[src/rtl/arb_requester_if.sv]
// Handshake and status bundle between one arbiter client front end and its surroundings.
// The slave modport is the requester's own view; master is the upstream/arbiter side.
interface arb_requester_if #(
    parameter int W     = 32,
    parameter int DEPTH = 4,
    parameter int CW    = 8
);
    localparam int PW = $clog2(DEPTH) + 1;

    logic          in_valid;
    logic          in_ready;
    logic [W-1:0]  in_data;
    logic          flush;
    logic          arb_req;
    logic          arb_gnt;
    logic          bus_valid;
    logic [W-1:0]  bus_data;
    logic [PW-1:0] count;
    logic [CW-1:0] wait_cnt;
    logic [CW-1:0] wait_max;
    logic          starve;
    logic          err_spurious;

    modport slave (
        input  in_valid, in_data, flush, arb_gnt,
        output in_ready, arb_req, bus_valid, bus_data, count,
               wait_cnt, wait_max, starve, err_spurious
    );

    modport master (
        output in_valid, in_data, flush, arb_gnt,
        input  in_ready, arb_req, bus_valid, bus_data, count,
               wait_cnt, wait_max, starve, err_spurious
    );
endinterface

[src/rtl/arb_requester.sv]
// Client front end for one arbiter port: flit FIFO, request generation, registered
// output beat per grant, grant-wait statistics and a sticky spurious-grant flag.
module arb_requester #(
    parameter int W            = 32,
    parameter int DEPTH        = 4,
    parameter int STARVE_LIMIT = 16,
    parameter int CW           = 8
) (
    input  logic              clk,
    input  logic              rst,
    arb_requester_if.slave    bus
);
    localparam int AW = $clog2(DEPTH);
    localparam int PW = AW + 1;
    localparam logic [CW-1:0] STARVE_TH = CW'(STARVE_LIMIT);
    localparam logic [CW-1:0] WAIT_SAT  = {CW{1'b1}};

    logic [W-1:0]  mem_q [DEPTH];
    logic [PW-1:0] wptr_q, wptr_d;
    logic [PW-1:0] rptr_q, rptr_d;
    logic          bus_valid_q, bus_valid_d;
    logic [W-1:0]  bus_data_q, bus_data_d;
    logic [CW-1:0] wait_cnt_q, wait_cnt_d;
    logic [CW-1:0] wait_max_q, wait_max_d;
    logic          err_q, err_d;

    logic empty, full, req, push, pop;

    // Extra pointer MSB distinguishes full from empty when the index bits match.
    assign empty = (wptr_q == rptr_q);
    assign full  = (wptr_q[AW] != rptr_q[AW]) && (wptr_q[AW-1:0] == rptr_q[AW-1:0]);
    assign req   = !empty && !bus.flush;
    assign push  = bus.in_valid && !full && !bus.flush;
    assign pop   = req && bus.arb_gnt;

    assign bus.in_ready     = !full;
    assign bus.arb_req      = req;
    assign bus.bus_valid    = bus_valid_q;
    assign bus.bus_data     = bus_data_q;
    assign bus.count        = wptr_q - rptr_q;
    assign bus.wait_cnt     = wait_cnt_q;
    assign bus.wait_max     = wait_max_q;
    assign bus.starve       = (wait_cnt_q >= STARVE_TH);
    assign bus.err_spurious = err_q;

    always_comb begin
        wptr_d      = wptr_q;
        rptr_d      = rptr_q;
        bus_valid_d = pop;
        bus_data_d  = bus_data_q;
        wait_cnt_d  = '0;
        wait_max_d  = wait_max_q;
        err_d       = err_q;

        if (push)
            wptr_d = wptr_q + PW'(1);
        if (bus.flush)
            rptr_d = wptr_q;
        else if (pop)
            rptr_d = rptr_q + PW'(1);

        if (pop)
            bus_data_d = mem_q[rptr_q[AW-1:0]];

        if (req && !bus.arb_gnt)
            wait_cnt_d = (wait_cnt_q == WAIT_SAT) ? wait_cnt_q : wait_cnt_q + CW'(1);

        if (wait_cnt_q > wait_max_q)
            wait_max_d = wait_cnt_q;

        if (bus.arb_gnt && !req)
            err_d = 1'b1;
    end

    always_ff @(posedge clk or negedge rst) begin
        if (!rst) begin
            wptr_q      <= '0;
            rptr_q      <= '0;
            bus_valid_q <= 1'b0;
            bus_data_q  <= '0;
            wait_cnt_q  <= '0;
            wait_max_q  <= '0;
            err_q       <= 1'b0;
        end else begin
            wptr_q      <= wptr_d;
            rptr_q      <= rptr_d;
            bus_valid_q <= bus_valid_d;
            bus_data_q  <= bus_data_d;
            wait_cnt_q  <= wait_cnt_d;
            wait_max_q  <= wait_max_d;
            err_q       <= err_d;
        end
    end

    // Storage needs no reset: pointers alone decide which entries are valid.
    always_ff @(posedge clk) begin
        if (push)
            mem_q[wptr_q[AW-1:0]] <= bus.in_data;
    end
endmodule

[src/flat_wrapper.sv]
// flat-port wrapper written by rule: the top's interface ports become plain ports
module arb_requester_flat 
#(
    parameter int W            = 32,
    parameter int DEPTH        = 4,
    parameter int STARVE_LIMIT = 16,
    parameter int CW           = 8
)
  (clk, rst, bus_in_valid, bus_in_data, bus_flush, bus_arb_gnt, bus_in_ready, bus_arb_req, bus_bus_valid, bus_bus_data, bus_count, bus_wait_cnt, bus_wait_max, bus_starve, bus_err_spurious);
  arb_requester_if #(.W(W), .DEPTH(DEPTH), .CW(CW)) bus_i ();
  input  logic clk;
  input  logic rst;
  input wire logic [$bits(bus_i.in_valid)-1:0] bus_in_valid;
  input wire logic [$bits(bus_i.in_data)-1:0] bus_in_data;
  input wire logic [$bits(bus_i.flush)-1:0] bus_flush;
  input wire logic [$bits(bus_i.arb_gnt)-1:0] bus_arb_gnt;
  output wire logic [$bits(bus_i.in_ready)-1:0] bus_in_ready;
  output wire logic [$bits(bus_i.arb_req)-1:0] bus_arb_req;
  output wire logic [$bits(bus_i.bus_valid)-1:0] bus_bus_valid;
  output wire logic [$bits(bus_i.bus_data)-1:0] bus_bus_data;
  output wire logic [$bits(bus_i.count)-1:0] bus_count;
  output wire logic [$bits(bus_i.wait_cnt)-1:0] bus_wait_cnt;
  output wire logic [$bits(bus_i.wait_max)-1:0] bus_wait_max;
  output wire logic [$bits(bus_i.starve)-1:0] bus_starve;
  output wire logic [$bits(bus_i.err_spurious)-1:0] bus_err_spurious;
  assign bus_i.in_valid = bus_in_valid;
  assign bus_i.in_data = bus_in_data;
  assign bus_i.flush = bus_flush;
  assign bus_i.arb_gnt = bus_arb_gnt;
  assign bus_in_ready = bus_i.in_ready;
  assign bus_arb_req = bus_i.arb_req;
  assign bus_bus_valid = bus_i.bus_valid;
  assign bus_bus_data = bus_i.bus_data;
  assign bus_count = bus_i.count;
  assign bus_wait_cnt = bus_i.wait_cnt;
  assign bus_wait_max = bus_i.wait_max;
  assign bus_starve = bus_i.starve;
  assign bus_err_spurious = bus_i.err_spurious;
  arb_requester #(.W(W), .DEPTH(DEPTH), .STARVE_LIMIT(STARVE_LIMIT), .CW(CW)) u_core (.clk(clk), .rst(rst), .bus(bus_i));
endmodule
[config.mk]
export PLATFORM = sky130hd
export DESIGN_NAME = arb_requester_flat
export DESIGN_NICKNAME = d
export VERILOG_FILES = /design/src/rtl/arb_requester_if.sv /design/src/rtl/arb_requester.sv /design/src/flat_wrapper.sv
export SDC_FILE = /design/constraint.sdc
export NUM_CORES = 1
export LEC_CHECK = 0
export CAP_MARGIN = 30
export CORE_MARGIN = 10
export CORE_UTILIZATION = 38
export CTS_BUF_LIST = sky130_fd_sc_hd__clkbuf_2
export CTS_CLUSTER_SIZE = 14
export DETAILED_ROUTE_END_ITERATION = 16
export GPL_TIMING_DRIVEN = 0
export PLACE_DENSITY = 0.54
export SLEW_MARGIN = 20
export SYNTH_ARGS = -nofsm -noshare
export SYNTH_HDL_FRONTEND = slang
export SYNTH_SLANG_ARGS = --single-unit
[constraint.sdc]
create_clock -name clk -period 4.85 [get_ports clk]
set_input_delay 0.97 -clock clk [delete_from_list [all_inputs] [get_ports clk]]
set_output_delay 0.97 -clock clk [all_outputs]
set_load 0.005 [all_outputs]
### After elaboration in Yosys (flattened, before gate mapping)

Memory sizes are Yosys's and may differ from the RTL's. A register that Yosys moved wholly into a read port is not among the register bits.
Index checks and enable logic that the tools add are counted.

| storage, ports and cells | value |
|---|---|
| memory bits (writable) | 128 |
| register bits after elaboration | 24 |
| input port bits | 37 |
| output and inout port bits | 56 |
| memories kept | 1 |

Memories:

| name | words | width | rd ports | clocked after Yosys merged registers in | write ports | line | text |
|---|---|---|---|---|---|---|---|
| u_core.mem_q | 4 | 32 | 1 | 1 | 1 | arb_requester.sv:18 | `logic [W-1:0] mem_q [DEPTH];` |

| operators by class | value |
|---|---|
| add/subtract/negate cells | 4 |
| magnitude comparators | 2 |
| equality and inequality tests | 5 |
| multiplexer cells | 6 |
| reduce and logical (&&, ||, !) cells | 14 |

Operators by type and width:

| operator | number |
|---|---|
| $mux 8 | 2 |
| $add 8x1->8 const B | 1 |
| $eq 8x8->1 const B | 1 |
| $ge 8x5->1 const B | 1 |
| $gt 8x8->1 | 1 |
| $logic_and 1x1->1 | 7 |
| $add 3x1->3 const B | 2 |
| $logic_not 1->1 | 6 |
| $mux 3 | 2 |
| $eq 3x3->1 | 1 |
| $sub 3x3->3 | 1 |
| $eq 2x2->1 | 1 |
| $mux 1 | 2 |
| $ne 2x2->1 const B | 1 |
| $reduce_bool 2->1 | 1 |
| $ne 1x1->1 | 1 |

### Logic depth before layout (Yosys ltp)

Gate-level depths: netlist of run 1.

| logic depth | value |
|---|---|
| depth in word-level cells | 7 |
| gate-level depth with buffers | 10 |
| depth with buffers taken out | 7 |

### Least setup slack after synthesis of run 1

Ideal clock, no wire load.

| path | value |
|---|---|
| path kind | register to register |
| start | register u_core.rptr_q[1] |
| end | memory u_core.mem_q[3][0] (enable) |
| cell stages (with the launch flop) | 9 |
| path slack | 1783 ps |
| arrival time | 2673 ps |
| setup time | 394 ps |
| period minus slack after synthesis | 3067 ps |
| cell sequence | dfrtp_1 > clkbuf_1 > clkbuf_1 > inv_1 > ha_1 > nand3b_1 > and3b_1 > clkbuf_1 > and2_1 |

| between the ends | value |
|---|---|
| cells in the longest elaborated chain, start to end | 7 |

RTL lines:

| what | line | text |
|---|---|---|
| from (decl) | arb_requester.sv:20 | `logic [PW-1:0] rptr_q, rptr_d;` |
| from (signal assigned) | arb_requester.sv:86 | `rptr_q <= rptr_d;` |
| $eq 2x2->1 | arb_requester.sv:31 | `assign full = (wptr_q[AW] != rptr_q[AW]) && (wptr_q[AW-1:0] == rptr_q[AW-1:0]);` |
| $logic_and 1x1->1 | arb_requester.sv:31 |  |
| $logic_not 1->1 | n/a |  |
| named net bus_in_ready | flat_wrapper.sv:17 | `output wire logic [$bits(bus_i.in_ready)-1:0] bus_in_ready;` |
| $logic_and 1x1->1 (2 in series) | arb_requester.sv:33 | `assign push = bus.in_valid && !full && !bus.flush;` |
| $mux 1 | arb_requester.sv:97 | `if (push)` |
| $mux 1 (implied by the code) | arb_requester.sv:98 | `mem_q[wptr_q[AW-1:0]] <= bus.in_data;` |
| to (decl) | arb_requester.sv:18 |  |

The timed path passes the listed nets, and every way through them passes these cells.

### Worst setup path after layout of run 1

| path | value |
|---|---|
| start | register u_core.rptr_q[1] |
| end | output port bus_arb_req |

| between the ends | value |
|---|---|
| cells in the longest elaborated chain, start to end | 3 |

RTL lines:

| what | line | text |
|---|---|---|
| $eq 3x3->1 | arb_requester.sv:30 | `assign empty = (wptr_q == rptr_q);` |
| $logic_not 1->1 | arb_requester.sv:32 | `assign req = !empty && !bus.flush;` |
| $logic_and 1x1->1 | arb_requester.sv:32 |  |
| to (decl) | flat_wrapper.sv:18 | `output wire logic [$bits(bus_i.arb_req)-1:0] bus_arb_req;` |

Every way passes these cells.

==> metrics.md, run 1 <==
| Metric | Value |
|---|---|
| Min-delay src | u_core.bus.err_spurious |
| Clock Tree Buf Depth | 2 |
| Worst Hold Endpoint | u_core.bus.err_spurious |
| CTS tree | yes |
| Cell Pwr Density | 522 mW/mm^2 |
| Via Count | 3652 |
| Mapped Area | 0.00722 mm^2 |
| Top Family by Delay on Critical Path | buffers and inverters |
| Avg Inst Size Synth | 19.5 um^2 |
| Crit path DAT | 3.41 ns |
| TritonCTS Buffers | 17 |
| CP Buf/Inv Count | 4 |
| GRT overflow | 0 |
| Main synth FF type | edfxtp_1 |
| Status | complete, no violations |
| Standard-cell rows | 50 |
| Initial DRC Count | 152 |
| Crit path max fanout | 10 |
| Max Clk Rate | 228 MHz |
| Fin. max-slew vios | 0 |
| Drt pass-1 iters | 4 |
| Crit path top cell by count | clkbuf_1 |
| Worst-path clk slew | 0.28 ns |
| Hold Path Class | register to register |
| Post-Syn Instances | 370 |
| Die ar. | 0.0249 mm^2 |
| Hpwl dp | 9620 um |
| H-tree depth | 4 |
| CP endpoint kind | output port |
| Vias per cell | 4.97 |
| Die Y | 158 um |
| Max-cap violations | 0 |
| Critical path's slowest cell | clkdlybuf4s50_1 |
| Post-detailed-route count of antenna-violating nets | 0 |
| R2r setup slk | 1.40 ns |
| Synth async-reset ratio | 0.304 |
| Port bufs | 92 |
| Clock sinks | 184 |
| Most common cell after layout, fill and taps aside | edfxtp_1 |
| Part of the cycle the worst path needs | 0.904 |
| VDD IR-drop max | 0.195 mV |
| Wire per inst | 19.4 um |
| Final Hold Viols | 0 |
| Post-route cell area | 0.00889 mm^2 |
| CTS root buffer | clkbuf_2 |
| Synth cell types | 37 |
| Post-Syn Nets | 425 |
| FF-to-FF Start | u_core.rptr_q[1] |
| Commonest cells after routing, fill and taps aside | edfxtp_1, clkdlybuf4s50_1, dfrtp_1, mux2_2, mux4_2 |
| LEAKAGE | 3.18 nW |
| Starting Density | 0.386 |
| Nets | 542 |
| Crit-path cells | clkbuf_1 -> clkbuf_1 -> inv_1 -> ha_1 -> a31oi_2 -> clkdlybuf4s50_1 |
| Layout cell share with drive strength beyond 1 | 0.246 |
| Max transition margin | 0.541 |
| Req. time, crit path | 3.88 ns |
| Slew at the pin closest to its max-slew limit | 0.688 ns |
| Hold path cells | 1 |
| Endpoints failing setup | 0 |
| Critical setup path kind | register to output port |
| Core box area | 0.0187 mm^2 |
| WL final | 14200 um |
| Global-route wire length before repair | 22200 um |
| Startpoint class of the critical path | register |
| IO Pins | 93 |
| Worst r2r dst | u_core.mem_q[2][15] |
| Via count of the first global-routing pass | 3952 |
| Worst skew pair latency | 0.74 ns |
| Setup tns final | 0 ns |
| Worst reg2reg path depth | 9 |
| Gpl congestion | 0.689 |
| Post-CTS sizing | 0 |
| EDFF count, synth | 128 |
| Post-route DRC | 0 |
| Dpl cell area | 0.00857 mm^2 |
| Sequential cell area fraction in the yosys report | 0.726 |
| Chip width | 158 um |
| Clock Skews | 0.0523 ns |
| Synth Register Bits | 184 |
| Warnings from Yosys | 0 |
| Largest net degree at the start of global routing | 40 |
| Clock period minus worst slack | 4.38 ns |
| Initial antenna violation count | 1 |
| Gr usage total | 0.120 |
| CP max stage delay | 0.57 ns |
| RSZ-0062 raised after global routing | false |
| Synthesis-to-finish area growth | 23.1% |
==> cell usage after synthesis (2+ instances only) <==
master    instances  area, um^2
a21oi_1           4        20.0
a221o_1           2        20.0
and2_1            4        25.0
and3_1            3        18.8
and3b_1           2        17.5
buf_2             3        15.0
buf_6             2        22.5
clkbuf_1          6        22.5
dfrtp_1          56        1400
edfxtp_1        128        3840
ha_1             17         213
inv_1            15        56.3
mux2_2           39         439
mux2i_1           4        40.0
mux4_2           32         721
nand2_1           6        22.5
nand3_1           5        25.0
nand4_1           3        18.8
nor2_1           12        45.0
nor3_1            2        10.0
o21ai_0           3        15.0
xnor2_1           7        61.3
==> through the flow <==
stage                     hold slack (ns)  setup WS, ns  instances  power [W]   util
after global routing                0.540         0.177        735    0.00493  0.475
after global placement              0.463         0.469        696    0.00375  0.451
after CTS                           0.524         0.333        734    0.00474  0.475
after detailed placement            0.465          1.20        701    0.00381  0.458
final                               0.518         0.466        735    0.00464  0.475
after floorplan                     0.468          1.78        370    0.00304      -
==> power by group <==
group          leakage, nW  total, W  switching [W]  internal (W)
combinational         1.15   0.00157       0.000640      0.000933
clock                0.178  0.000929       0.000527      0.000403
sequential            1.85   0.00214       0.000143       0.00200
total                 3.18   0.00464        0.00131       0.00333
==> cells by family (layout without fill, tap and decap cells) <==
family,count (synthesis),after routing,share of synthesized area
AO/OA/AOI/OAI,15,15,0.0154
XOR/XNOR,8,8,0.00970
adder cells (fa/ha/maj),18,18,0.0322
buffers and inverters,28,158,0.0199
flip-flops,184,184,0.726
multiplexers,75,75,0.166
other,0,1,0
AND/OR/NAND/NOR,42,42,0.0303
==> timing repair <==
action,in CTS,in global routing
endpoints found under the hold margin,2,0
setup endpoints to repair,0,0
setup buffers,0,0
hold buffers,1,0
==> worst max-delay path by stage <==
stage	from	to	slack, ns	cells after the start
floorplan	u_core.rptr_q[1]	u_core.mem_q[3][0]	1.78	8
global placement	u_core.rptr_q[1]	u_core.mem_q[3][10]	0.47	8
detailed placement	u_core.rptr_q[1]	bus_arb_req	1.20	6
CTS	u_core.rptr_q[1]	bus_arb_req	0.33	6
global route	u_core.rptr_q[1]	bus_arb_req	0.18	6
finish	u_core.rptr_q[1]	bus_arb_req	0.47	6
==> layer usage <==
layer	wire, um	vias up	GRT usage	part of all wire
met4	167	0	0.0427	0.012
met3	748	12	0.0366	0.053
met2	7270	70	0.199	0.51
li1	-	1669	-	-
met5	0	-	0	0
met1	6050	1901	0.144	0.42
==> sequential cells by signal (all words and copies together) (netlist names) <==
signal                   cells
u_core.bus.bus_data         32
u_core.bus.bus_valid         1
u_core.bus.err_spurious      1
u_core.bus.wait_cnt          8
u_core.bus.wait_max          8
u_core.mem_q               128
u_core.rptr_q                3
u_core.wptr_q                3
==> area by class of cell <==
class	instances	area, um^2
inverters	15	56.3
clock buffers	19	95.1
flip-flops and latches	184	5250
fillers	1606	9810
well taps	234	293
clock inverters	13	216
multi-input cells	158	1840
repair buffers	98	1060
plain buffers	13	87.6
diodes	1	2.50
Power figures use the tool's default switching activity.
==> inputs of run 2 (changes only) <==
Settings changed: SLEW_MARGIN 20 to 15.
==> results of run 2 <==
The final DEF is identical to that of run 1; final timing and power are the same.
